`src/rtl/uart_tx_frame_ctrl_if.sv`:
```
`default_nettype none
// +----------------------------------------------------------------------+
// | uart_tx_frame_ctrl_if                                                |
// | Data-source / serial-line bundle for the UART TX frame engine.       |
// | Rev 1.0                                                              |
// +----------------------------------------------------------------------+
interface uart_tx_frame_ctrl_if #(
  parameter int DATA_WIDTH = 8
);
  logic [DATA_WIDTH-1:0] P_DATA;
  logic                  Data_Valid;
  logic                  PAR_EN;
  logic                  PAR_TYP;
  logic                  STOP2;
  logic                  data_ack;
  logic                  TX_OUT;
  logic                  busy;
  logic                  frame_done;

  modport master (
    output P_DATA, Data_Valid, PAR_EN, PAR_TYP, STOP2,
    input  data_ack, TX_OUT, busy, frame_done
  );

  modport slave (
    input  P_DATA, Data_Valid, PAR_EN, PAR_TYP, STOP2,
    output data_ack, TX_OUT, busy, frame_done
  );
endinterface
`default_nettype wire

```
`src/rtl/uart_tx_frame_ctrl.sv`:
```
`default_nettype none
// +----------------------------------------------------------------------+
// | uart_tx_frame_ctrl                                                   |
// | UART TX frame engine: start, LSB-first data, optional parity, 1/2    |
// | stop bits, optional back-to-back frames. Rev 1.0                     |
// +----------------------------------------------------------------------+
module uart_tx_frame_ctrl #(
  parameter int DATA_WIDTH = 8,
  parameter int BACK2BACK  = 1
) (
  input  wire                     CLK,
  input  wire                     RST,
  uart_tx_frame_ctrl_if.slave     bus
);

  localparam int CNT_W = $clog2(DATA_WIDTH);
  localparam logic [CNT_W-1:0] C_LAST_BIT = CNT_W'(DATA_WIDTH - 1);

  typedef enum logic [2:0] {
    S_IDLE   = 3'd0,
    S_START  = 3'd1,
    S_DATA   = 3'd2,
    S_PARITY = 3'd3,
    S_STOP   = 3'd4
  } state_t;

  state_t                 state_q, state_d;
  logic [DATA_WIDTH-1:0]  shreg_q, shreg_d;
  logic [CNT_W-1:0]       bit_cnt_q, bit_cnt_d;
  logic                   stop_cnt_q, stop_cnt_d;
  logic                   par_en_q, par_en_d;
  logic                   par_bit_q, par_bit_d;
  logic                   stop2_q, stop2_d;
  logic                   tx_q, tx_d;
  logic                   busy_q, busy_d;
  logic                   done_q, done_d;
  logic                   w_last_stop;
  logic                   w_accept;

  assign w_last_stop = (state_q == S_STOP) && (stop_cnt_q == stop2_q);
  // Gated by RST so no accept strobe escapes while the engine is held in reset.
  assign w_accept    = !RST && bus.Data_Valid &&
                       ((state_q == S_IDLE) || ((BACK2BACK != 0) && w_last_stop));

  always_comb begin
    state_d    = state_q;
    shreg_d    = shreg_q;
    bit_cnt_d  = bit_cnt_q;
    stop_cnt_d = stop_cnt_q;
    par_en_d   = par_en_q;
    par_bit_d  = par_bit_q;
    stop2_d    = stop2_q;

    case (state_q)
      S_IDLE:   if (w_accept) state_d = S_START;
      S_START: begin
        state_d   = S_DATA;
        bit_cnt_d = '0;
      end
      S_DATA: begin
        if (bit_cnt_q == C_LAST_BIT) begin
          state_d    = par_en_q ? S_PARITY : S_STOP;
          stop_cnt_d = 1'b0;
        end else begin
          bit_cnt_d = bit_cnt_q + CNT_W'(1);
        end
      end
      S_PARITY: begin
        state_d    = S_STOP;
        stop_cnt_d = 1'b0;
      end
      S_STOP: begin
        if (w_last_stop) state_d = w_accept ? S_START : S_IDLE;
        else             stop_cnt_d = 1'b1;
      end
      default:  state_d = S_IDLE;
    endcase

    // Parity is folded into one latched bit so later PAR_TYP changes cannot leak in.
    if (w_accept) begin
      shreg_d   = bus.P_DATA;
      par_en_d  = bus.PAR_EN;
      par_bit_d = (^bus.P_DATA) ^ bus.PAR_TYP;
      stop2_d   = bus.STOP2;
    end

    tx_d = 1'b1;
    case (state_d)
      S_START:  tx_d = 1'b0;
      S_DATA: begin
        tx_d    = shreg_q[0];
        shreg_d = shreg_q >> 1;
      end
      S_PARITY: tx_d = par_bit_q;
      default:  tx_d = 1'b1;
    endcase

    busy_d = (state_d != S_IDLE);
    done_d = (state_d == S_STOP) && (stop_cnt_d == stop2_d);
  end

  always_ff @(posedge CLK or posedge RST) begin
    if (RST) begin
      state_q    <= S_IDLE;
      shreg_q    <= '0;
      bit_cnt_q  <= '0;
      stop_cnt_q <= 1'b0;
      par_en_q   <= 1'b0;
      par_bit_q  <= 1'b0;
      stop2_q    <= 1'b0;
      tx_q       <= 1'b1;
      busy_q     <= 1'b0;
      done_q     <= 1'b0;
    end else begin
      state_q    <= state_d;
      shreg_q    <= shreg_d;
      bit_cnt_q  <= bit_cnt_d;
      stop_cnt_q <= stop_cnt_d;
      par_en_q   <= par_en_d;
      par_bit_q  <= par_bit_d;
      stop2_q    <= stop2_d;
      tx_q       <= tx_d;
      busy_q     <= busy_d;
      done_q     <= done_d;
    end
  end

  assign bus.data_ack   = w_accept;
  assign bus.TX_OUT     = tx_q;
  assign bus.busy       = busy_q;
  assign bus.frame_done = done_q;

endmodule
`default_nettype wire
```
`src/flat_wrapper.sv`:
```
// flat-port wrapper written by rule: the top's interface ports become plain ports
module uart_tx_frame_ctrl_flat 
#(
  parameter int DATA_WIDTH = 8,
  parameter int BACK2BACK  = 1
)
  (CLK, RST, bus_P_DATA, bus_Data_Valid, bus_PAR_EN, bus_PAR_TYP, bus_STOP2, bus_data_ack, bus_TX_OUT, bus_busy, bus_frame_done);
  uart_tx_frame_ctrl_if #(.DATA_WIDTH(DATA_WIDTH)) bus_i ();
  input  wire CLK;
  input  wire RST;
  input wire logic [$bits(bus_i.P_DATA)-1:0] bus_P_DATA;
  input wire logic [$bits(bus_i.Data_Valid)-1:0] bus_Data_Valid;
  input wire logic [$bits(bus_i.PAR_EN)-1:0] bus_PAR_EN;
  input wire logic [$bits(bus_i.PAR_TYP)-1:0] bus_PAR_TYP;
  input wire logic [$bits(bus_i.STOP2)-1:0] bus_STOP2;
  output wire logic [$bits(bus_i.data_ack)-1:0] bus_data_ack;
  output wire logic [$bits(bus_i.TX_OUT)-1:0] bus_TX_OUT;
  output wire logic [$bits(bus_i.busy)-1:0] bus_busy;
  output wire logic [$bits(bus_i.frame_done)-1:0] bus_frame_done;
  assign bus_i.P_DATA = bus_P_DATA;
  assign bus_i.Data_Valid = bus_Data_Valid;
  assign bus_i.PAR_EN = bus_PAR_EN;
  assign bus_i.PAR_TYP = bus_PAR_TYP;
  assign bus_i.STOP2 = bus_STOP2;
  assign bus_data_ack = bus_i.data_ack;
  assign bus_TX_OUT = bus_i.TX_OUT;
  assign bus_busy = bus_i.busy;
  assign bus_frame_done = bus_i.frame_done;
  uart_tx_frame_ctrl #(.DATA_WIDTH(DATA_WIDTH), .BACK2BACK(BACK2BACK)) u_core (.CLK(CLK), .RST(RST), .bus(bus_i));
endmodule
```
`config.mk`:
```
export PLATFORM = sky130hd
export DESIGN_NAME = uart_tx_frame_ctrl_flat
export DESIGN_NICKNAME = d
export VERILOG_FILES = /design/src/rtl/uart_tx_frame_ctrl_if.sv /design/src/rtl/uart_tx_frame_ctrl.sv /design/src/flat_wrapper.sv
export SDC_FILE = /design/constraint.sdc
export NUM_CORES = 1
export LEC_CHECK = 0
export ABC_CLOCK_PERIOD_IN_PS = 2100
export CAP_MARGIN = 20
export CORE_UTILIZATION = 52
export CTS_CLUSTER_SIZE = 28
export DETAILED_ROUTE_END_ITERATION = 10
export PLACE_DENSITY = 0.78
export SLEW_MARGIN = 5
export SYNTH_ARGS = -nofsm -noshare
export SYNTH_HDL_FRONTEND = slang
export SYNTH_SLANG_ARGS = --single-unit
```
`constraint.sdc`:
```
create_clock -name CLK -period 2.1 [get_ports CLK]
set_input_delay 0.42 -clock CLK [delete_from_list [all_inputs] [get_ports CLK]]
set_output_delay 0.42 -clock CLK [all_outputs]
set_load 0.005 [all_outputs]
```
Word-level counts from Yosys, hierarchy flattened
Cells that the tools add are included.
Operators by class
  bitwise gates (word level): 1
  multiplexer cells: 15
  add/subtract/negate cells: 1
  reduce and logical (&&, ||, !) cells: 12
  equal/unequal tests: 12
Operator list (count)
  $mux 8: 2
  $mux 3: 5
  $pmux 3 s5: 1
  $eq 3x2->1 const B: 4
  $eq 3x3->1 const B: 3
  $reduce_xor 8->1: 1
  $eq 3x1->1 const B: 2
  $pmux 1 s3: 2
  $pmux 3 s2: 1
  $logic_and 1x1->1: 4
  $mux 1: 4
  $reduce_bool 2->1: 2
  $add 3x1->3 const B: 1
  $logic_not 3->1: 1
  $reduce_bool 3->1: 1
  $eq 1x1->1: 2
  $ne 2x2->1 const B: 1
  $reduce_and 2->1: 1
  $logic_not 1->1: 1
  $logic_or 1x1->1: 1
  $xor 1x1->1: 1
Storage, ports and cells
  input port bits: 14
  output and inout bits: 4
  register bits after elaboration: 21
  logic and storage cells: 51

Longest topological paths before layout
  word-level depth: 9
  mapped depth: 8
  depth with buffers taken out: 7

Worst setup path after synthesis
OpenSTA, ideal clock, no wires.
  path kind: register -> register
  start: register u_core.bit_cnt_q[0]
  end: register u_core.shreg_q[4]
  path slack: 0.264 ns
  required time: 1.968 ns
  arrival: 1.704 ns
  period minus slack after synthesis: 1.836 ns
  library setup time: 0.132 ns
  cell stages (with the launch flop): 8
  path buffers: 1
  cell sequence: dfrtp_1 ha_1 ha_1 nor2b_2 mux2i_1 nor2_1 clkbuf_1 o21ai_1
On the way
  longest elaborated chain between the ends: 5
  elaborated cells on any way between the ends: 6
  those cells by class: eq/ne: 2; mux: 3; reduce/logical: 1
Ends and longest elaborated chain
  start, declared: line uart_tx_frame_ctrl.sv:29  | logic [CNT_W-1:0] bit_cnt_q, bit_cnt_d;
  start signal, assigned: line uart_tx_frame_ctrl.sv:117  | bit_cnt_q <= bit_cnt_d;
  $eq 3x3->1 *: line uart_tx_frame_ctrl.sv:61  | if (bit_cnt_q == C_LAST_BIT) begin
  $mux 3 *: line uart_tx_frame_ctrl.sv:61
  $pmux 3 s5 *: line uart_tx_frame_ctrl.sv:54  | case (state_q)
  $eq 3x2->1 *: line uart_tx_frame_ctrl.sv:88  | case (state_d)
  $mux 8 / $reduce_bool 2->1 (equally long branches)
  end signal, assigned: line uart_tx_frame_ctrl.sv:116  | shreg_q <= shreg_d;
  end, declared: line uart_tx_frame_ctrl.sv:28  | logic [DATA_WIDTH-1:0] shreg_q, shreg_d;
Mark *: on every way between the ends. The rest lies on a longest branch, timed or not.
A chain may end at the register's enable or synchronous reset.

Final worst setup path
  start: input RST
  end: output bus_data_ack
On the way
  longest elaborated chain between the ends: 3
Ends and longest elaborated chain
  start, declared: line flat_wrapper.sv:10  | input wire RST;
  $logic_not 1->1: line uart_tx_frame_ctrl.sv:42  | assign w_accept = !RST && bus.Data_Valid &&
  $logic_and 1x1->1 (2 in series): line uart_tx_frame_ctrl.sv:42
  end, declared: line flat_wrapper.sv:16  | output wire logic [$bits(bus_i.data_ack)-1:0] bus_data_ack;
No other way between the ends.

==> key figures <==
Power
  • Logic pwr share: ~46%
  • Leakage: ~0.59 nW
  • Cell area power density: around 1200 mW/mm²
  • Sw Share: 37.62%
  • Share of power burned in registers: 41.4%
  • Pint: between 1 and 1.5 mW
  • NetSw: slightly above 0.6 mW
  • Clock share of power: about 12%
  • IR drop worst, VDD: just over 700 µV

Setup path
  • Worst Setup SP: RST
  • Crit Path Category: primary input to primary output
  • CP arrival: about 1600 ps
  • R2r setup slk: about 150 ps
  • CP Max Fanout: 2
  • Crit path required time: around 1700 ps
  • Reg2Reg Launch Point: u_core.state_q[0]
  • Worst Setup Start Kind: primary input
  • Crit. End Element: primary output

Die
  • Die height: a little under 50 µm
  • Die area: around 0.0023 mm²
  • Die Wd: between 40 and 50 µm
  • Core area: roughly 0.002 mm²
  • Row count: 16
  • IO Pins: 18
  • Starting Density: 56.25%

Timing
  • Minimum clock period: about 2100 ps
  • Clock Skews: about 7.3 ps
  • Unrepaired setup endpoints after global routing: false
  • TNS Setup: 0 ps
  • Setup Viol. Count Final: 0
  • Rel. slew slack: ~78%
  • Fmax: between 400 and 500 MHz
  • Fin. Hold Viols: 0
  • Tightest Pin Transition: about 330 ps
  • Final Max Slew Viols: 0
  • Final worst path period share: about 100%

Synthesis
  • Mean post-synth cell area: approximately 11 µm²
  • Synth Area in Simple Gates: 13.47%
  • Syn nets: about 120
  • Synth Area in Compound Gates: roughly 13%
  • Post-synth top area share: approximately 45%
  • Yosys top cell by area: dfrtp_1
  • Post-synthesis cell area: around 0.0011 mm²
  • Top cells by area in the synthesized netlist: dfrtp_1 (45%), mux2i_1 (9.9%), xnor2_1 (5.5%), nand2_1 (4.4%), buf_6 (3.0%)
  • Dominant synthesized flop cell: dfrtp_1
  • Synth Instances: approximately 100
  • Post-synth cell types: 33
  • Main combinational cell family by area after synthesis: simple AND/OR/NAND/NOR gates
  • Seq/Total Area, Yosys: 47.25%
  • Post-Synth XOR/XNOR Area: around 7.7%
  • Mux cell area share after synthesis: 11.22%
  • Yosys Warn Count: 0
  • Post-synth EDFFs: 0
  • Adder-cell area share of the yosys netlist: ~2.2%
  • Post-synth ARST share: 100.0%
  • Seq cells post-synth: 21

Placement
  • Hpwl dp: approximately 1.5 mm
  • IO Port Bufs: 17
  • Post-DP Area: roughly 0.0013 mm²
  • Final Wtd Congestion: roughly 0.76

Cells and area
  • N_diodes: 0
  • Area growth syn-to-layout: 21.89%
  • Layout Nets: 144
  • Layout cells sized above 1: about 18%
  • Layout Utilization: between 60% and 70%
  • Fin area: approximately 0.0014 mm²

Drt
  • DR vias/cell: around 5.2
  • Routed WL: 1.984 mm
  • Residual DRC count: 0
  • Vias: 803
  • Drt first pass iters: 4
  • DRT antenna net count: 0
  • Drt wl/cell: between 10 and 15 µm
  • Iteration-0 DRC Markers: 11

CTS
  • CTS H-tree lvls: 1
  • Skew-Pair Late Insertion Delay: 310 ps
  • Clock slew at reported path FFs: ~130 ps
  • Clk root buf: clkbuf_4
  • Num CTS Buffers: 3
  • CTS tree: done
  • Clock Path Buffers: 2
  • CTS Sinks: 21
  • CTS Hold Buffers Added: 0

GRT
  • Gr usage total: approximately a fifth
  • Largest net degree at the start of global routing: 22
  • First-pass GRT wire length: approximately 3.6 mm
  • Vias in the first global route: roughly 840
  • Grt total ovfl: 0
  • Initial antenna violation count: 0

Worst hold path
  • Hold crit path type: primary input to async pin

Job
  • Max-cap violations: 0

Status
  • Status: completed
==> Yosys cell counts (2+ instances only) <==
cell type,n
a21oi_1,3
a22oi_1,2
buf_6,3
dfrtp_1,20
ha_1,2
inv_1,6
mux2i_1,11
nand2_1,13
nor2_1,3
o21ai_0,6
o21ai_1,6
xnor2_1,7
==> power by group through the flow <==
stage,Sequential [mW],Clock (mW),Combinational (mW)
2_1_floorplan,0.670,0,0.554
3_3_place_gp,0.686,0,0.740
3_5_place_dp,0.694,0,0.775
4_1_cts,0.685,0.215,0.775
5_1_grt,0.707,0.232,0.860
6_report,0.685,0.203,0.765
==> flip-flops by register name, summed over array words and instances, names as in the netlist <==
register and count:
u_core.bit_cnt_q 3, u_core.state_q 3, u_core.stop2_q 1, u_core.shreg_q 8, u_core.par_en_q 1, u_core.stop_cnt_q 1, u_core.par_bit_q 1, u_core.bus.TX_OUT 1
u_core.bus.busy 1, u_core.bus.frame_done 1
==> layout by cell type, fill, tap and decap left out, types with 2 or more instances in the layout <==
cell / instances
o21ai_0: 6
a21oi_1: 3
mux2i_1: 11
clkbuf_4: 3
ha_1: 2
dfrtp_1: 20
buf_4: 7
a22oi_1: 2
inv_1: 6
o21ai_1: 6
nor2_1: 3
nand2_1: 13
xnor2_1: 7
clkdlybuf4s50_1: 16
==> path summary, 6_finish.rpt <==
| path | endpoint | cells past startpoint |
|---|---|---|
| min | u_core.bit_cnt_q[2] | 3 |
| max in group asynchronous | u_core.bus.TX_OUT | 3 |
| max reg2reg | u_core.bus.frame_done | 6 |
| min in group CLK | u_core.bus.TX_OUT | 1 |
| max | bus_data_ack | 4 |
| min reg2reg | u_core.bus.TX_OUT | 1 |
==> worst max-delay path, cell delays in order <==
cell and delay, ps:
clkdlybuf4s50_1 430, or4b_4 500, a21oi_4 150, buf_2 130
==> cell families (layout without fill, tap and decap cells) <==
family	Yosys count	count (layout)
AND/OR/NAND/NOR	27	27
AO/OA/AOI/OAI	22	22
buffers and inverters	10	34
XOR/XNOR	9	9
flip-flops	21	21
adder cells (fa/ha/maj)	2	2
multiplexers	12	12
==> layout make-up <==
class                      instances  area, µm²
multi-input combinational         72      528.0
sequential                        21      526.8
clock inverter                     1      7.507
tap                               27      33.78
inverter                           6      22.52
timing repair buffer              24      217.7
fill                             147      623.1
clock buffer                       3      22.52
==> metrics by stage <==
stage | hold slack [ps] | instances | setup WS (ps) | power, mW
2_1_floorplan | 395.8 | 103 | 264.1 | 1.224
5_1_grt | 479.3 | 154 | 26.17 | 1.799
6_report | 467.8 | 154 | 49.17 | 1.653
4_1_cts | 469.9 | 154 | 37.38 | 1.675
3_5_place_dp | 480.4 | 150 | -338.4 | 1.469
3_3_place_gp | 462.0 | 150 | -347.2 | 1.426
==> routing by layer <==
| layer | vias up | track usage, % | wire length [µm] |
|---|---|---|---|
| li1 | 399 | - | - |
| met1 | 391 | 21.77 | 830 |
| met2 | 11 | 38.26 | 1090 |
| met3 | 2 | 2.830 | 49 |
| met4 | 0 | 10.29 | 13 |
| met5 | - | 0 | 0 |
==> repair_timing <==
| item | 4_1_cts | 5_1_grt |
|---|---|---|
| endpoints found under the hold margin | 0 | 0 |
| buffers inserted | 0 | 0 |
| setup endpoints to repair | 1 | 0 |
| gates resized for setup | 4 | 0 |
(Power assumes the default switching activity.)
